===== config.mk =====
export PLATFORM = sky130hd
export DESIGN_NAME = retire_stage
export DESIGN_NICKNAME = d
export VERILOG_FILES = /design/src/rtl/retire_stage.sv
export SDC_FILE = /design/constraint.sdc
export NUM_CORES = 1
export LEC_CHECK = 0
export CORE_MARGIN = 2
export CORE_UTILIZATION = 25
export CTS_CLUSTER_DIAMETER = 40
export CTS_CLUSTER_SIZE = 28
export DETAILED_ROUTE_END_ITERATION = 8
export SYNTH_ARGS = -nofsm -noshare
export SYNTH_HDL_FRONTEND = slang
export SYNTH_SLANG_ARGS = --single-unit

===== constraint.sdc =====
create_clock -name clk -period 5.5 [get_ports clk]
set_input_delay 1.1 -clock clk [delete_from_list [all_inputs] [get_ports clk]]
set_output_delay 1.1 -clock clk [all_outputs]
set_load 0.02 [all_outputs]

===== src/rtl/retire_stage.sv =====
// retire_stage: writeback/completion stage of the Qu out-of-order core.
// Collects results from the ALU/branch port and the load/store port,
// drives data memory, queues completions in a small FIFO, writes the
// physical register file / busy table and reports completion to the ROB.

package retire_pkg;
  // Field widths of the reservation-station cell shared with the issue logic.
  localparam int CELL_PHY_W = 6;
  localparam int CELL_ROB_W = 4;

  localparam logic [2:0] OP_NONE   = 3'b000;
  localparam logic [2:0] OP_LOAD   = 3'b001;
  localparam logic [2:0] OP_STORE  = 3'b010;
  localparam logic [2:0] OP_ALU    = 3'b011;
  localparam logic [2:0] OP_BRANCH = 3'b100;
  localparam logic [2:0] OP_JUMP   = 3'b101;

  typedef struct packed {
    logic                  busy;
    logic [2:0]            op;
    logic [CELL_PHY_W-1:0] qj;
    logic [CELL_PHY_W-1:0] qk;
    logic [31:0]           vj;
    logic [31:0]           vk;
    logic [31:0]           a;
    logic [CELL_PHY_W-1:0] dest;
    logic [CELL_ROB_W-1:0] rob_addr;
  } res_st_cell_t;
endpackage

module retire_stage
  import retire_pkg::*;
#(
  parameter int PHY_RF_ADDR_WIDTH = CELL_PHY_W,
  parameter int DATA_WIDTH        = 32,
  parameter int ROB_ADDR_WIDTH    = CELL_ROB_W,
  parameter int MEM_DEPTH         = 1024
) (
  input  logic                         clk,
  input  logic                         rst,
  input  logic [DATA_WIDTH-1:0]        value1_in,
  input  logic [DATA_WIDTH-1:0]        value2_in,
  input  logic                         comp_result_in,
  input  res_st_cell_t                 op1_in,
  input  res_st_cell_t                 op2_in,
  output logic                         phy_rf_wr_en,
  output logic [PHY_RF_ADDR_WIDTH-1:0] phy_rf_wr_addr,
  output logic [DATA_WIDTH-1:0]        phy_rf_wr_data,
  output logic [PHY_RF_ADDR_WIDTH-1:0] phyreg_renamed_free_reg_addr,
  output logic                         busy_table_wr_en,
  output logic [PHY_RF_ADDR_WIDTH-1:0] busy_table_wr_addr,
  output logic                         busy_table_wr_data,
  output logic [ROB_ADDR_WIDTH-1:0]    rob_tail_ptr,
  input  logic                         rob_incr_tail_ptr,
  output logic                         rob_full,
  output logic                         retire_en,
  output logic [ROB_ADDR_WIDTH-1:0]    retire_rob_addr,
  output logic [DATA_WIDTH-1:0]        retire_value,
  output logic                         mispredicted_branch,
  output logic [DATA_WIDTH-1:0]        pc_to_jump,
  output logic [3:0]                   dmem_wr_en_out,
  output logic                         dmem_rd_en_out,
  output logic [DATA_WIDTH-1:0]        dmem_addr_out,
  output logic [DATA_WIDTH-1:0]        dmem_data_out,
  input  logic                         dmem_valid_in,
  input  logic [$clog2(MEM_DEPTH)-1:0] dmem_valid_addr_in,
  input  logic [DATA_WIDTH-1:0]        dmem_data_in
);

  localparam int MEM_AW    = $clog2(MEM_DEPTH);
  localparam int QDEPTH    = 4;
  localparam int NPUSH     = 3;
  localparam int ROB_DEPTH = 1 << ROB_ADDR_WIDTH;
  localparam int OCC_W     = ROB_ADDR_WIDTH + 1;

  typedef struct packed {
    logic                         wb;
    logic [PHY_RF_ADDR_WIDTH-1:0] dest;
    logic [ROB_ADDR_WIDTH-1:0]    rob;
    logic [DATA_WIDTH-1:0]        value;
  } wb_entry_t;

  // Operand/tag fields this stage never looks at.
  logic unused_fields;
  assign unused_fields = ^{op1_in.qj, op1_in.qk, op1_in.vj, op1_in.vk,
                           op2_in.qj, op2_in.qk, op2_in.vj, op2_in.a};

  // Port decode: each port only honours its own class of micro-ops.
  logic p1_alu, p1_br, p1_jmp, p2_ld, p2_st;
  assign p1_alu = op1_in.busy && (op1_in.op == OP_ALU);
  assign p1_br  = op1_in.busy && (op1_in.op == OP_BRANCH);
  assign p1_jmp = op1_in.busy && (op1_in.op == OP_JUMP);
  assign p2_ld  = op2_in.busy && (op2_in.op == OP_LOAD);
  assign p2_st  = op2_in.busy && (op2_in.op == OP_STORE);

  // Pending-load register
  logic                         pend_valid_q, pend_valid_d;
  logic [PHY_RF_ADDR_WIDTH-1:0] pend_dest_q, pend_dest_d;
  logic [ROB_ADDR_WIDTH-1:0]    pend_rob_q, pend_rob_d;
  logic [MEM_AW-1:0]            pend_waddr_q, pend_waddr_d;

  logic load_accept, load_hit;
  assign load_accept = p2_ld && !pend_valid_q;
  assign load_hit    = pend_valid_q && dmem_valid_in && (dmem_valid_addr_in == pend_waddr_q);

  // Writeback FIFO state
  logic [1:0] head_q, head_d;
  logic [2:0] count_q, count_d;
  wb_entry_t  mem_rd [QDEPTH];

  // Push candidates in priority order: port 1, store, load return.
  logic [NPUSH-1:0] push_v;
  logic [NPUSH-1:0] push_acc;
  wb_entry_t        push_e    [NPUSH];
  logic [1:0]       push_slot [NPUSH];
  logic [2:0]       fill;
  logic [2:0]       total;
  logic             pop;
  wb_entry_t        bypass_e, head_e;

  // Build the three possible queue entries for this cycle
  always_comb begin
    push_v[0]       = p1_alu || p1_br || p1_jmp;
    push_e[0].wb    = !p1_br;
    push_e[0].dest  = p1_br ? '0 : op1_in.dest;
    push_e[0].rob   = op1_in.rob_addr;
    push_e[0].value = p1_br ? '0 : value1_in;
    push_v[1]       = p2_st;
    push_e[1].wb    = 1'b0;
    push_e[1].dest  = '0;
    push_e[1].rob   = op2_in.rob_addr;
    push_e[1].value = '0;
    push_v[2]       = load_hit;
    push_e[2].wb    = 1'b1;
    push_e[2].dest  = pend_dest_q;
    push_e[2].rob   = pend_rob_q;
    push_e[2].value = dmem_data_in;
  end

  // Accept pushes in order; the slot being popped this cycle counts as free,
  // so up to five entries (four stored plus the one leaving) may coexist.
  always_comb begin
    fill = count_q;
    for (int i = 0; i < NPUSH; i++) begin
      push_acc[i]  = push_v[i] && (fill < 3'd5);
      push_slot[i] = head_q + fill[1:0];
      fill         = fill + {2'b00, push_acc[i]};
    end
    total = fill;
    pop   = (total != 3'd0);
  end

  // Pick the entry leaving this cycle: stored head, else first accepted push
  always_comb begin
    bypass_e = '0;
    for (int i = NPUSH - 1; i >= 0; i--) begin
      if (push_acc[i]) bypass_e = push_e[i];
    end
    head_e = (count_q != 3'd0) ? mem_rd[head_q] : bypass_e;
  end

  // FIFO storage, one register per slot
  genvar gi;
  generate
    for (gi = 0; gi < QDEPTH; gi++) begin : g_slot
      wb_entry_t slot_q, slot_d;
      // Capture whichever accepted push targets this slot
      always_comb begin
        slot_d = slot_q;
        for (int i = 0; i < NPUSH; i++) begin
          if (push_acc[i] && (push_slot[i] == 2'(gi))) slot_d = push_e[i];
        end
      end
      // Slot contents need no reset; the occupancy count qualifies them
      always_ff @(posedge clk) begin
        slot_q <= slot_d;
      end
      assign mem_rd[gi] = slot_q;
    end
  endgenerate

  // Registered outputs and ROB tracking
  logic                         retire_en_q, retire_en_d;
  logic [ROB_ADDR_WIDTH-1:0]    retire_rob_q, retire_rob_d;
  logic [DATA_WIDTH-1:0]        retire_value_q, retire_value_d;
  logic                         rf_wr_en_q, rf_wr_en_d;
  logic [PHY_RF_ADDR_WIDTH-1:0] rf_addr_q, rf_addr_d;
  logic [DATA_WIDTH-1:0]        rf_data_q, rf_data_d;
  logic                         mispred_q, mispred_d;
  logic [DATA_WIDTH-1:0]        pc_q, pc_d;
  logic [3:0]                   dmem_wr_q, dmem_wr_d;
  logic                         dmem_rd_q, dmem_rd_d;
  logic [DATA_WIDTH-1:0]        dmem_addr_q, dmem_addr_d;
  logic [DATA_WIDTH-1:0]        dmem_data_q, dmem_data_d;
  logic [ROB_ADDR_WIDTH-1:0]    tail_q, tail_d;
  logic [OCC_W-1:0]             occ_q, occ_d;
  logic                         rob_full_q, rob_full_d;
  logic                         alloc, rf_write;

  // Next-state logic for everything outside the FIFO slots
  always_comb begin
    // completion / writeback
    rf_write       = pop && head_e.wb && (head_e.dest != '0);
    retire_en_d    = pop;
    retire_rob_d   = pop ? head_e.rob : '0;
    retire_value_d = pop ? head_e.value : '0;
    rf_wr_en_d     = rf_write;
    rf_addr_d      = rf_write ? head_e.dest : '0;
    rf_data_d      = rf_write ? head_e.value : '0;
    head_d         = head_q + {1'b0, pop};
    count_d        = pop ? (total - 3'd1) : 3'd0;

    // redirect: static not-taken, so only taken branches and jumps redirect
    mispred_d = p1_jmp || (p1_br && comp_result_in);
    pc_d      = mispred_d ? op1_in.a : '0;

    // data memory request
    dmem_wr_d   = p2_st ? 4'b1111 : 4'b0000;
    dmem_rd_d   = load_accept;
    dmem_addr_d = (p2_st || load_accept) ? value2_in : '0;
    dmem_data_d = p2_st ? op2_in.vk : '0;

    // pending load: a match clears it, a new load only lands when it is empty
    pend_valid_d = pend_valid_q;
    pend_dest_d  = pend_dest_q;
    pend_rob_d   = pend_rob_q;
    pend_waddr_d = pend_waddr_q;
    if (load_hit) begin
      pend_valid_d = 1'b0;
    end else if (load_accept) begin
      pend_valid_d = 1'b1;
      pend_dest_d  = op2_in.dest;
      pend_rob_d   = op2_in.rob_addr;
      pend_waddr_d = value2_in[2 +: MEM_AW];
    end

    // ROB allocation; a retire with nothing outstanding cannot underflow
    alloc  = rob_incr_tail_ptr && !rob_full_q;
    tail_d = tail_q + ROB_ADDR_WIDTH'(alloc);
    occ_d  = occ_q + OCC_W'(alloc);
    if (retire_en_q && (occ_d != '0)) occ_d = occ_d - OCC_W'(1);
    rob_full_d = (occ_d == OCC_W'(ROB_DEPTH));
  end

  // State update with synchronous active-low reset
  always_ff @(posedge clk) begin
    if (!rst) begin
      head_q         <= '0;
      count_q        <= '0;
      pend_valid_q   <= 1'b0;
      pend_dest_q    <= '0;
      pend_rob_q     <= '0;
      pend_waddr_q   <= '0;
      retire_en_q    <= 1'b0;
      retire_rob_q   <= '0;
      retire_value_q <= '0;
      rf_wr_en_q     <= 1'b0;
      rf_addr_q      <= '0;
      rf_data_q      <= '0;
      mispred_q      <= 1'b0;
      pc_q           <= '0;
      dmem_wr_q      <= '0;
      dmem_rd_q      <= 1'b0;
      dmem_addr_q    <= '0;
      dmem_data_q    <= '0;
      tail_q         <= '0;
      occ_q          <= '0;
      rob_full_q     <= 1'b0;
    end else begin
      head_q         <= head_d;
      count_q        <= count_d;
      pend_valid_q   <= pend_valid_d;
      pend_dest_q    <= pend_dest_d;
      pend_rob_q     <= pend_rob_d;
      pend_waddr_q   <= pend_waddr_d;
      retire_en_q    <= retire_en_d;
      retire_rob_q   <= retire_rob_d;
      retire_value_q <= retire_value_d;
      rf_wr_en_q     <= rf_wr_en_d;
      rf_addr_q      <= rf_addr_d;
      rf_data_q      <= rf_data_d;
      mispred_q      <= mispred_d;
      pc_q           <= pc_d;
      dmem_wr_q      <= dmem_wr_d;
      dmem_rd_q      <= dmem_rd_d;
      dmem_addr_q    <= dmem_addr_d;
      dmem_data_q    <= dmem_data_d;
      tail_q         <= tail_d;
      occ_q          <= occ_d;
      rob_full_q     <= rob_full_d;
    end
  end

  assign retire_en                    = retire_en_q;
  assign retire_rob_addr              = retire_rob_q;
  assign retire_value                 = retire_value_q;
  assign phy_rf_wr_en                 = rf_wr_en_q;
  assign phy_rf_wr_addr               = rf_addr_q;
  assign phy_rf_wr_data               = rf_data_q;
  assign phyreg_renamed_free_reg_addr = rf_addr_q;
  assign busy_table_wr_en             = rf_wr_en_q;
  assign busy_table_wr_addr           = rf_addr_q;
  assign busy_table_wr_data           = 1'b0;
  assign mispredicted_branch          = mispred_q;
  assign pc_to_jump                   = pc_q;
  assign dmem_wr_en_out               = dmem_wr_q;
  assign dmem_rd_en_out               = dmem_rd_q;
  assign dmem_addr_out                = dmem_addr_q;
  assign dmem_data_out                = dmem_data_q;
  assign rob_tail_ptr                 = tail_q;
  assign rob_full                     = rob_full_q;

endmodule


==> results.json <==
{
  "clk_path_buf_depth": 3,
  "critPathCaptureType": "register",
  "dp_slack_ns": -0.418,
  "min_delay_path_depth": 2,
  "cts_root_buffer": "clkbuf_16",
  "fin_worst_skew_ns": 0.0203,
  "nets": 2244,
  "drtPass1Iterations": 6,
  "synth.avg_cell_area_um2": 11.3,
  "ff2ff_path_depth": 23,
  "yosysSeqAreaShare_pct": 56.2,
  "slew_headroom_pct": 17.6,
  "drt-total-wl_um": 59200,
  "crit_required_ns": 5.99,
  "synth_top_area_cell": "edfxtp_1",
  "worst_hold_path_type": "reg2reg",
  "clk_pin_slew_ns": 0.05,
  "drt-initial-drc-count": 866,
  "ant_nets": 0,
  "drive_gt1_share_pct": 14.7,
  "synth.ff_latch_count": 383,
  "slowest_delay_ns": 0.56,
  "drv_cap": 0,
  "post_drt_wl_per_cell_um": 21.2,
  "portBuffers": 398,
  "drv_slew": 0,
  "synthTopCellsByArea": "edfxtp_1 (30%), dfxtp_1 (26%), o31ai_1 (8.4%)",
  "die_h_um": 262,
  "cts-resized-gates": 0,
  "slowest_stage": "clkdlybuf4s50_1",
  "grt_max_degree": 77,
  "worst_slack_ns": 0.295,
  "cts_buffers": 74,
  "io_pins": 552,
  "num_vias": 13358,
  "critPathLaunch": "op1_in[118]",
  "grt_pass1_wl_um": 86200,
  "core_area_um2": 65900,
  "clkSinkCount": 383,
  "synth_enable_flop_cells": 168,
  "setup_viol": 0,
  "fin_crit_ns": 5.21,
  "ys.warnings.count": 0,
  "synth_top_area_share_pct": 30.3,
  "syn_inst": 1475,
  "clkLatencyLatePin_ns": 0.60,
  "worst-path-buf-inv": 4,
  "cp.arrival_ns": 5.69,
  "synth_commonest_cells": "nand2_1 (240), dfxtp_1 (215), o31ai_1 (186), edfxtp_1 (168), clkbuf_1 (78)",
  "vdd.ir_drop.worst_mv": 0.313,
  "cts_tree": "done",
  "r2r_slack_ns": 0.95,
  "viasPerCell": 4.78,
  "synth_ff_type": "dfxtp_1",
  "hold_path_startpoint": "pend_waddr_q[0]",
  "chipWidth_um": 262,
  "syn_area_um2": 16600,
  "cp_top_family": "adder cells",
  "r2r_end": "phy_rf_wr_data[14]",
  "start_kind": "input port",
  "finalCritPeriodShare_pct": 94.6,
  "power.leakage_nw": 8.51,
  "timing.fmax_mhz": 192,
  "cts_htree_levels": 3,
  "yosysMostFrequentCell": "nand2_1",
  "grt_overflow": 0,
  "total_power_mw": 11.5,
  "grt_pass1_vias": 13725,
  "syn_nets": 1848,
  "postCtsHoldBufs": 0,
  "critPathMaxFanout": 33,
  "critical_path_class": "in2reg",
  "place_hpwl_um": 38900,
  "cp_common_cell": "ha_1",
  "power.density_nw_per_um2": 475,
  "dieArea_um2": 68600,
  "status": "completed",
  "syn_to_final_growth_pct": 45.6,
  "antenna_found_initial": 7,
  "post_cts_buffers": 0,
  "remaining_drc_errors": 0,
  "min_to": "pend_waddr_q[0]",
  "synthDistinctLibCells": 59,
  "num_rows": 94,
  "initial_utilization_pct": 25.3,
  "rr_startpoint": "count_q[1]",
  "track_usage_pct": 17.0,
  "ys_async_sr_fraction_pct": 0,
  "hold_viol_final": 0,
  "worst_pin_slew_ns": 1.24,
  "place_congestion": 0.779
}
[registers in the layout (all words and copies together) (netlist names), 5 cells and up]
signal	cells
dmem_data_out	32
pend_dest_q	6
pc_to_jump	32
occ_q	5
dmem_addr_out	32
g_slot.slot_q	172
retire_value	32
pend_waddr_q	10
busy_table_wr_addr	6
phy_rf_wr_data	32
[power breakdown]
part / total [mW] / internal, mW / switching (mW)
logic: 3.35 / 1.39 / 1.96
registers: 3.69 / 3.42 / 0.267
clock network: 4.47 / 2.85 / 1.62
total: 11.5 / 7.66 / 3.85
[kinds of logic (layout without fill, tap and decap cells)]
family | after synthesis | in the layout | synth area share (%)
buffers and inverters | 151 | 607 | 4.23
DFF | 383 | 383 | 56.2
muxes | 91 | 91 | 8.83
other | 1 | 2 | 0.0225
xor gates and xnor gates | 31 | 31 | 1.68
and+or+nand+nor | 532 | 532 | 15.9
AOI/OAI and AO/OA | 268 | 268 | 11.8
adders and majority gates | 18 | 18 | 1.35
[through the flow]
step / TNS (ns) / cell area (um^2) / util [%] / instances / hold WS [ns]
after floorplan: 0 / 16700 / - / 1475 / 0.485
after global placement: -16.66 / 21700 / 33.0 / 2659 / 0.497
after detailed placement: -20.81 / 21700 / 33.0 / 2659 / 0.528
after CTS: 0 / 24200 / 36.8 / 2795 / 0.539
after global routing: -0.000397 / 24200 / 36.8 / 2795 / 0.554
final: 0 / 24200 / 36.8 / 2796 / 0.533
[tightest hold or removal path: cells and delay by family (launching register included)]
family | cells | cell delay, ns
flops | 1 | 0.31
mux | 1 | 0.12
simple gates | 1 | 0.05
[layout by cell type, fill, tap and decap left out, types with 35 or more instances in the layout]
| cell | instances |
|---|---|
| and2_1 | 44 |
| nor2b_1 | 53 |
| nor2_1 | 60 |
| clkdlybuf4s50_1 | 397 |
| buf_4 | 51 |
| dfxtp_1 | 213 |
| nor3_1 | 35 |
| mux4_2 | 43 |
| nand2_1 | 239 |
| o31ai_1 | 186 |
| clkbuf_16 | 77 |
| edfxtp_1 | 168 |
[metal layers]
metal | share of wire (%) | vias up | GRT usage [%] | wire (um)
met3 | 9.9 | 98 | 5.71 | 5860
li1 | - | 6201 | - | -
met4 | 2.9 | 10 | 6.65 | 1700
met2 | 48 | 649 | 28.0 | 28200
met5 | 0.10 | - | 0 | 62
met1 | 40 | 6400 | 20.5 | 23400
[layout make-up]
type	count	area (um^2)
inverters	11	41.3
clock buffers	92	2020
multi-input cells	941	6700
well taps	864	1080
clock inverters	44	468
flip-flops and latches	383	9350
fillers	6442	41600
diodes	1	2.50
repair buffers	460	4570
[worst max-delay path by stage]
stage / cells past startpoint / to / slack [ns]
5_1_grt: 25 / phy_rf_wr_data[25] / -0.0004
6_report: 25 / phy_rf_wr_data[14] / 0.29
2_1_floorplan: 26 / phy_rf_wr_data[12] / 0.008
3_5_place_dp: 24 / retire_value[2] / -0.42
4_1_cts: 24 / busy_table_wr_addr[1] / 0.19
3_3_place_gp: 24 / retire_value[0] / -0.35
Power figures use the tool's default switching activity.
